$ cat src/rtl/mbe_traffic_master.sv
// Self-test initiator for the signed MBE multiplier wrapper: preamble + LFSR operands, golden-checked products.
// Optional build macro MBE_MASTER_BACKPRESSURE_EN adds pseudo-random stalls on both handshakes.
module mbe_traffic_master #(
  parameter int unsigned N          = 32,
  parameter int unsigned NUM_TXN    = 256,
  parameter int unsigned FIFO_DEPTH = 4,
  parameter logic [31:0] SEED       = 32'hACE1_2468
) (
  input  logic             clk,
  input  logic             rst_n,
  input  logic             start,
  output logic [N-1:0]     a_o,
  output logic [N-1:0]     b_o,
  output logic             in_valid_o,
  input  logic             in_ready_i,
  input  logic [2*N-1:0]   res_i,
  input  logic             out_valid_i,
  output logic             out_ready_o,
  output logic             busy,
  output logic             done,
  output logic             pass,
  output logic [15:0]      err_cnt,
  output logic             proto_err,
  output logic [N-1:0]     first_err_a,
  output logic [N-1:0]     first_err_b
);

  localparam int unsigned PTR_W     = (FIFO_DEPTH > 1) ? $clog2(FIFO_DEPTH) : 1;
  localparam int unsigned CNT_W     = PTR_W + 1;
  localparam int unsigned W2        = 2 * N;
  localparam logic [31:0] SEED_EFF  = (SEED == 32'h0) ? 32'h1 : SEED;
  localparam logic [31:0] LFSR_MASK = 32'h8020_0003;
  localparam logic [15:0] NUM_TXN_C = 16'(NUM_TXN);
  localparam logic [CNT_W-1:0] DEPTH_C = CNT_W'(FIFO_DEPTH);

  localparam logic [N-1:0] MSB_ONLY = {1'b1, {(N-1){1'b0}}};
  localparam logic [N-1:0] ALL_ONES = {N{1'b1}};
  localparam logic [N-1:0] ONE_N    = N'(1);
  localparam logic [N-1:0] MAX_POS  = {1'b0, {(N-1){1'b1}}};

  if (NUM_TXN < 4 || NUM_TXN > 65535) begin : g_bad_num_txn
    $error("mbe_traffic_master: NUM_TXN must be in 4..65535");
  end
  if (FIFO_DEPTH < 2 || (FIFO_DEPTH & (FIFO_DEPTH - 1)) != 0) begin : g_bad_depth
    $error("mbe_traffic_master: FIFO_DEPTH must be a power of two >= 2");
  end

  typedef enum logic [1:0] {S_IDLE, S_RUN, S_DRAIN, S_DONE} state_e;

  function automatic logic [31:0] lfsr_step(input logic [31:0] s);
    return {1'b0, s[31:1]} ^ (s[0] ? LFSR_MASK : 32'h0);
  endfunction

  state_e            state_q, state_d;
  logic [15:0]       sent_q, sent_d, recv_q, recv_d;
  logic [31:0]       lfsr_q, lfsr_d;
  logic [N-1:0]      a_q, a_d, b_q, b_d;
  logic              in_valid_q, in_valid_d, out_ready_q, out_ready_d;
  logic              busy_q, busy_d, done_q, done_d, pass_q, pass_d;
  logic [15:0]       err_cnt_q, err_cnt_d;
  logic              proto_err_q, proto_err_d;
  logic [N-1:0]      first_a_q, first_a_d, first_b_q, first_b_d;
  logic [PTR_W-1:0]  wr_ptr_q, wr_ptr_d, rd_ptr_q, rd_ptr_d;
  logic [CNT_W-1:0]  count_q, count_d;
  logic [N-1:0]      fifo_a_q [FIFO_DEPTH];
  logic [N-1:0]      fifo_b_q [FIFO_DEPTH];

  logic              go, push, hs_out, pop, mismatch;
  logic [N-1:0]      head_a, head_b;
  logic [W2-1:0]     a_ext, b_ext, golden;

`ifdef MBE_MASTER_BACKPRESSURE_EN
  logic [7:0]        lfsr8_q, lfsr8_d;
  logic              pending;
`endif

  // Next-state, FIFO bookkeeping, checking and registered-output decode
  always_comb begin
    state_d     = state_q;
    sent_d      = sent_q;
    recv_d      = recv_q;
    lfsr_d      = lfsr_q;
    a_d         = a_q;
    b_d         = b_q;
    err_cnt_d   = err_cnt_q;
    proto_err_d = proto_err_q;
    first_a_d   = first_a_q;
    first_b_d   = first_b_q;
    wr_ptr_d    = wr_ptr_q;
    rd_ptr_d    = rd_ptr_q;
    count_d     = count_q;

    go       = start && (state_q == S_IDLE || state_q == S_DONE);
    push     = in_valid_q && in_ready_i;
    hs_out   = out_valid_i && out_ready_q;
    pop      = hs_out && (count_q != '0);
    head_a   = fifo_a_q[rd_ptr_q];
    head_b   = fifo_b_q[rd_ptr_q];
    a_ext    = {{N{head_a[N-1]}}, head_a};
    b_ext    = {{N{head_b[N-1]}}, head_b};
    golden   = a_ext * b_ext;
    mismatch = pop && (res_i != golden);

    if (go) begin
      sent_d      = '0;
      recv_d      = '0;
      err_cnt_d   = '0;
      proto_err_d = 1'b0;
      first_a_d   = '0;
      first_b_d   = '0;
      a_d         = '0;
      b_d         = '0;
    end else begin
      if (push) begin
        sent_d   = sent_q + 16'd1;
        lfsr_d   = lfsr_step(lfsr_step(lfsr_q));
        wr_ptr_d = wr_ptr_q + PTR_W'(1);
        // Present the pair for the new index right away for 1/cycle throughput
        case (sent_d)
          16'd1:   begin a_d = MSB_ONLY; b_d = MSB_ONLY; end
          16'd2:   begin a_d = ALL_ONES; b_d = ONE_N;    end
          16'd3:   begin a_d = MAX_POS;  b_d = MSB_ONLY; end
          default: begin a_d = N'(lfsr_d); b_d = N'(lfsr_step(lfsr_d)); end
        endcase
      end
      if (pop) begin
        recv_d   = recv_q + 16'd1;
        rd_ptr_d = rd_ptr_q + PTR_W'(1);
      end
      if (hs_out && count_q == '0) proto_err_d = 1'b1;
      if (mismatch) begin
        if (err_cnt_q != 16'hFFFF) err_cnt_d = err_cnt_q + 16'd1;
        if (err_cnt_q == '0) begin
          first_a_d = head_a;
          first_b_d = head_b;
        end
      end
      count_d = count_q + CNT_W'(push) - CNT_W'(pop);
    end

    case (state_q)
      S_IDLE, S_DONE: if (go) state_d = S_RUN;
      S_RUN:   if (sent_d == NUM_TXN_C) state_d = (recv_d == NUM_TXN_C) ? S_DONE : S_DRAIN;
      S_DRAIN: if (recv_d == NUM_TXN_C) state_d = S_DONE;
      default: state_d = S_IDLE;
    endcase

    in_valid_d  = (state_d == S_RUN) && (sent_d < NUM_TXN_C) && (count_d < DEPTH_C);
    out_ready_d = (state_d == S_RUN) || (state_d == S_DRAIN);
    busy_d      = (state_d == S_RUN) || (state_d == S_DRAIN);
    done_d      = (state_d == S_DONE);
    pass_d      = done_d && (err_cnt_d == '0) && !proto_err_d;

`ifdef MBE_MASTER_BACKPRESSURE_EN
    // A pair already on the bus is never withdrawn; gaps only precede new pairs
    pending = in_valid_q && !in_ready_i;
    lfsr8_d = lfsr8_q;
    if (state_q == S_RUN || state_q == S_DRAIN)
      lfsr8_d = {1'b0, lfsr8_q[7:1]} ^ (lfsr8_q[0] ? 8'hB8 : 8'h00);
    out_ready_d = out_ready_d && (lfsr8_d[1:0] != 2'b00);
    in_valid_d  = in_valid_d && (pending || (lfsr8_d[7:6] != 2'b00));
`endif
  end

  // State and registered outputs
  always_ff @(posedge clk or negedge rst_n) begin
    if (!rst_n) begin
      state_q     <= S_IDLE;
      sent_q      <= '0;
      recv_q      <= '0;
      lfsr_q      <= SEED_EFF;
      a_q         <= '0;
      b_q         <= '0;
      in_valid_q  <= 1'b0;
      out_ready_q <= 1'b0;
      busy_q      <= 1'b0;
      done_q      <= 1'b0;
      pass_q      <= 1'b0;
      err_cnt_q   <= '0;
      proto_err_q <= 1'b0;
      first_a_q   <= '0;
      first_b_q   <= '0;
      wr_ptr_q    <= '0;
      rd_ptr_q    <= '0;
      count_q     <= '0;
    end else begin
      state_q     <= state_d;
      sent_q      <= sent_d;
      recv_q      <= recv_d;
      lfsr_q      <= lfsr_d;
      a_q         <= a_d;
      b_q         <= b_d;
      in_valid_q  <= in_valid_d;
      out_ready_q <= out_ready_d;
      busy_q      <= busy_d;
      done_q      <= done_d;
      pass_q      <= pass_d;
      err_cnt_q   <= err_cnt_d;
      proto_err_q <= proto_err_d;
      first_a_q   <= first_a_d;
      first_b_q   <= first_b_d;
      wr_ptr_q    <= wr_ptr_d;
      rd_ptr_q    <= rd_ptr_d;
      count_q     <= count_d;
    end
  end

`ifdef MBE_MASTER_BACKPRESSURE_EN
  always_ff @(posedge clk or negedge rst_n) begin
    if (!rst_n) lfsr8_q <= 8'h5A;
    else        lfsr8_q <= lfsr8_d;
  end
`endif

  // In-flight operand storage
  always_ff @(posedge clk) begin
    if (push && !go) begin
      fifo_a_q[wr_ptr_q] <= a_q;
      fifo_b_q[wr_ptr_q] <= b_q;
    end
  end

  assign a_o         = a_q;
  assign b_o         = b_q;
  assign in_valid_o  = in_valid_q;
  assign out_ready_o = out_ready_q;
  assign busy        = busy_q;
  assign done        = done_q;
  assign pass        = pass_q;
  assign err_cnt     = err_cnt_q;
  assign proto_err   = proto_err_q;
  assign first_err_a = first_a_q;
  assign first_err_b = first_b_q;

endmodule

$ cat config.mk
export PLATFORM = sky130hd
export DESIGN_NAME = mbe_traffic_master
export DESIGN_NICKNAME = d
export VERILOG_FILES = /design/src/rtl/mbe_traffic_master.sv
export SDC_FILE = /design/constraint.sdc
export NUM_CORES = 2
export LEC_CHECK = 0
export ABC_AREA = 1
export BUFFER_PORTS_ARGS = -buffer_cell sky130_fd_sc_hd__buf_4
export CORE_AREA = 4 4 453 320
export CTS_BUF_LIST = sky130_fd_sc_hd__clkbuf_8
export CTS_CLUSTER_DIAMETER = 40
export CTS_CLUSTER_SIZE = 30
export DETAILED_ROUTE_END_ITERATION = 8
export DIE_AREA = 0 0 457 324
export PLACE_DENSITY = 0.52
export SYNTH_ARGS = -nofsm -noshare
export SYNTH_HDL_FRONTEND = slang
export SYNTH_SLANG_ARGS = --single-unit
$ cat constraint.sdc
create_clock -name clk -period 12.7 [get_ports clk]
set_input_delay 0.635 -clock clk [delete_from_list [all_inputs] [get_ports clk]]
set_output_delay 0.635 -clock clk [all_outputs]
set_load 0.005 [all_outputs]
==> results.md <==
* Die W at 457 µm
* Failing checks: hold timing
* Yosys Warn Count at 0
* CP required at 13.31 ns
* Post-route clock skew at 0.0709 ns
* Max-slew violations at 0
* Yosys top cell area share at 38.7%
* Largest family of logic cells by synthesized area: adder cells
* Num rows at 115
* First-pass GRT wire length at 298000 µm
* Final hold vios at 9
* Adder-cell area share of the yosys netlist at 43.2%
* DP Cell Count at 8075
* CTS buffer count at 37
* Final worst-path cycle share at 92.2%
* Tot GR Track Use at 27.0%
* Synthesized flop and latch total at 478
* Synth top area cells: fa_1 (39%), edfxtp_1 (14%), nand2_1 (10%)
* Fillers at 13900
* Reg clk slew, reported paths at 0.15 ns
* Main synth FF type: edfxtp_1
* Mapped Cells at 6110
* Synth Area in Simple Gates at 17.8%
* Seq/Total Area, Yosys at 23.7%
* Synth Cell Area at 0.0560 mm²
* XOR/XNOR Fraction of Synth Area at 1.72%
* Initial Util at 39.9%
* Post-synth top cells: nand2_1 (1511), fa_1 (1083), inv_1 (1036), nor2_1 (631), edfxtp_1 (256)
* Post-synth EDFFs at 256
* WL final at 196000 µm
* WL per Instance at 24.1 µm
* RSZ-0062 raised after global routing: false
* Fmax achieved at 0.0854 GHz
* Hold WC Path Type: in -> async
* Leading area contributor after synthesis: fa_1
* Crit path capture type: flop
* Critical Path AT at 12.32 ns
* Max-slew headroom at 19.1%
* Final setup vio count at 0
* Final Non-Filler Cells at 8148
* Final ANT Viol Nets at 0
* Worst skew pair latency at 0.70 ns
* DR DRC count at 0
* CP Class: reg -> reg
* Pre-antenna DRT Iters at 6
* Clk sink count at 478
* Worst hold margin at -0.0196 ns
* Number of vias per cell at 5.29
* Initial antenna violation count at 7
* Synth Area in Compound Gates at 4.57%
* RD Place Congestion at 0.984
* Synth-to-Final Area Change at 9.63%
* Syn avg cell area at 9.16 µm²
* Hold Buf Count CTS at 0
* Clock Tree Root: clkbuf_8
* Vias at 43100
* Unique masters post-synth at 53
* H-Tree Depth at 2
* Setup TNS at 0 ns
* TritonCTS clock tree: yes
* Die height at 324 µm
* Most frequent CP cell: fa_1
* PortBufs at 218
* FF-to-FF setup slack at 0.99 ns
* Slowest CP cell: inv_1
* Total setup buffers inserted after CTS at 0
* Largest net degree at the start of global routing at 110
* Max incr delay on CP at 0.64 ns
* Layout cells sized above 1 at 8.34%
* Post-CTS resize count at 0
* Mux contribution to synthesized area at 0%
* Worst-Margin Slew at 1.21 ns
* Ports at 219
* Core area at 0.140 mm²
* Clk buf depth at 3
* CP Launch Type: flop
* 1st-iter DRT viols at 4162
* Max Cap Viol at 0
* Count leader, synth: nand2_1
* Mapped Nets at 7463
* Crit Path Max Fanout at 69
* Async set-reset flop share out of synthesis at 46.4%
* GRT Residual Overflow at 0
* Die area at 0.148 mm²
* Dpl hpwl at 156000 µm
* Vias in the first global route at 45000
* Tmin final at 11.71 ns
* Status: complete, but fails checks
* Post-layout net count at 7595
[logic make-up after synthesis]
family / count (synthesis)
buffers and inverters: 1320
XOR/XNOR: 110
adder cells (fa/ha/maj): 1284
AO/OA/AOI/OAI: 439
flip-flops: 478
AND/OR/NAND/NOR: 2479
[registers in the layout, indices dropped and copies added (netlist names)]
register	cells
fifo_a_q	128
fifo_b_q	128
a_o	32
b_o	32
first_err_a	32
first_err_b	32
lfsr_q	32
err_cnt	16
recv_q	16
sent_q	16
count_q	3
rd_ptr_q	2
state_q	2
wr_ptr_q	2
busy	1
done	1
in_valid_o	1
pass	1
proto_err	1
[routing by layer]
layer  wire [µm]  global-route usage [%]  up-vias
li1            -                       -    18800
met1       88000                    39.6    22100
met2       83600                    40.6     1919
met3       20700                    7.68      223
met4        4070                    4.89        0
met5           0                       0        -
[layout by cell type, fill, tap and decap left out, drive strengths merged, types with 13 or more instances in the layout]
cell | Yosys | routed
nand2 | 1514 | 1514
fa | 1083 | 1083
inv | 1038 | 1056
nor2 | 637 | 637
buf | 54 | 354
edfxtp | 256 | 256
dfrtp | 209 | 209
nand3 | 207 | 207
ha | 201 | 201
o21ai | 179 | 179
a21oi | 149 | 149
xor2 | 74 | 74
a32oi | 64 | 64
nand4 | 49 | 49
clkbuf | 207 | 38
xnor2 | 36 | 36
clkinv | 21 | 33
nor3 | 32 | 32
o21bai | 15 | 15
nor4 | 14 | 14
dfstp | 13 | 13
[through the flow]
stage / hold WS (ns) / util, % / setup WS, ns / cell area (µm²)
finish: -0.0196 / 43.7 / 0.987 / 61300
global route: -0.00239 / 43.7 / 0.430 / 61300
CTS: 0.00769 / 43.7 / 1.23 / 61300
detailed placement: 0.461 / 43.0 / 1.32 / 60300
global placement: 0.447 / 43.0 / 1.34 / 60300
floorplan: 0.339 / - / 3.28 / 56000
[worst max-delay path, delay by kind of cell, from the launching register on]
family                     cells  cell delay, ns
AOI/OAI and AO/OA              3            0.95
DFF                            1            0.45
adders and majority gates      9            4.32
xor gates and xnor gates       1            0.29
and+or+nand+nor               17            3.25
buffers and inverters          8            2.25
[area by class of cell]
class / count / area (µm²) / share of cell area [%]
Multi-Input combinational cell: 4312 / 38000 / 62.0
Clock buffer: 38 / 523 / 0.853
Tap cell: 1872 / 2340 / 3.82
Timing Repair Buffer: 354 / 2720 / 4.43
Antenna cell: 5 / 12.5 / 0.0204
Inverter: 1059 / 3980 / 6.49
Clock inverter: 30 / 467 / 0.761
Sequential cell: 478 / 13300 / 21.6
[worst paths after layout]
| path | startpoint | to | depth (start not counted) |
|---|---|---|---|
| max reg2reg | rd_ptr_q[1] | pass | 38 |
| min in group clk | start | state_q[0] | 3 |
| min | rst_n | sent_q[8] | 1 |
| max | rd_ptr_q[1] | pass | 38 |
| min reg2reg | lfsr_q[16] | lfsr_q[16] | 2 |
| max in group asynchronous | rst_n | wr_ptr_q[0] | 3 |
Power is left out: the tool's default activity adds up to more than one toggle a clock period on the data nets, which glitch-free logic cannot reach.
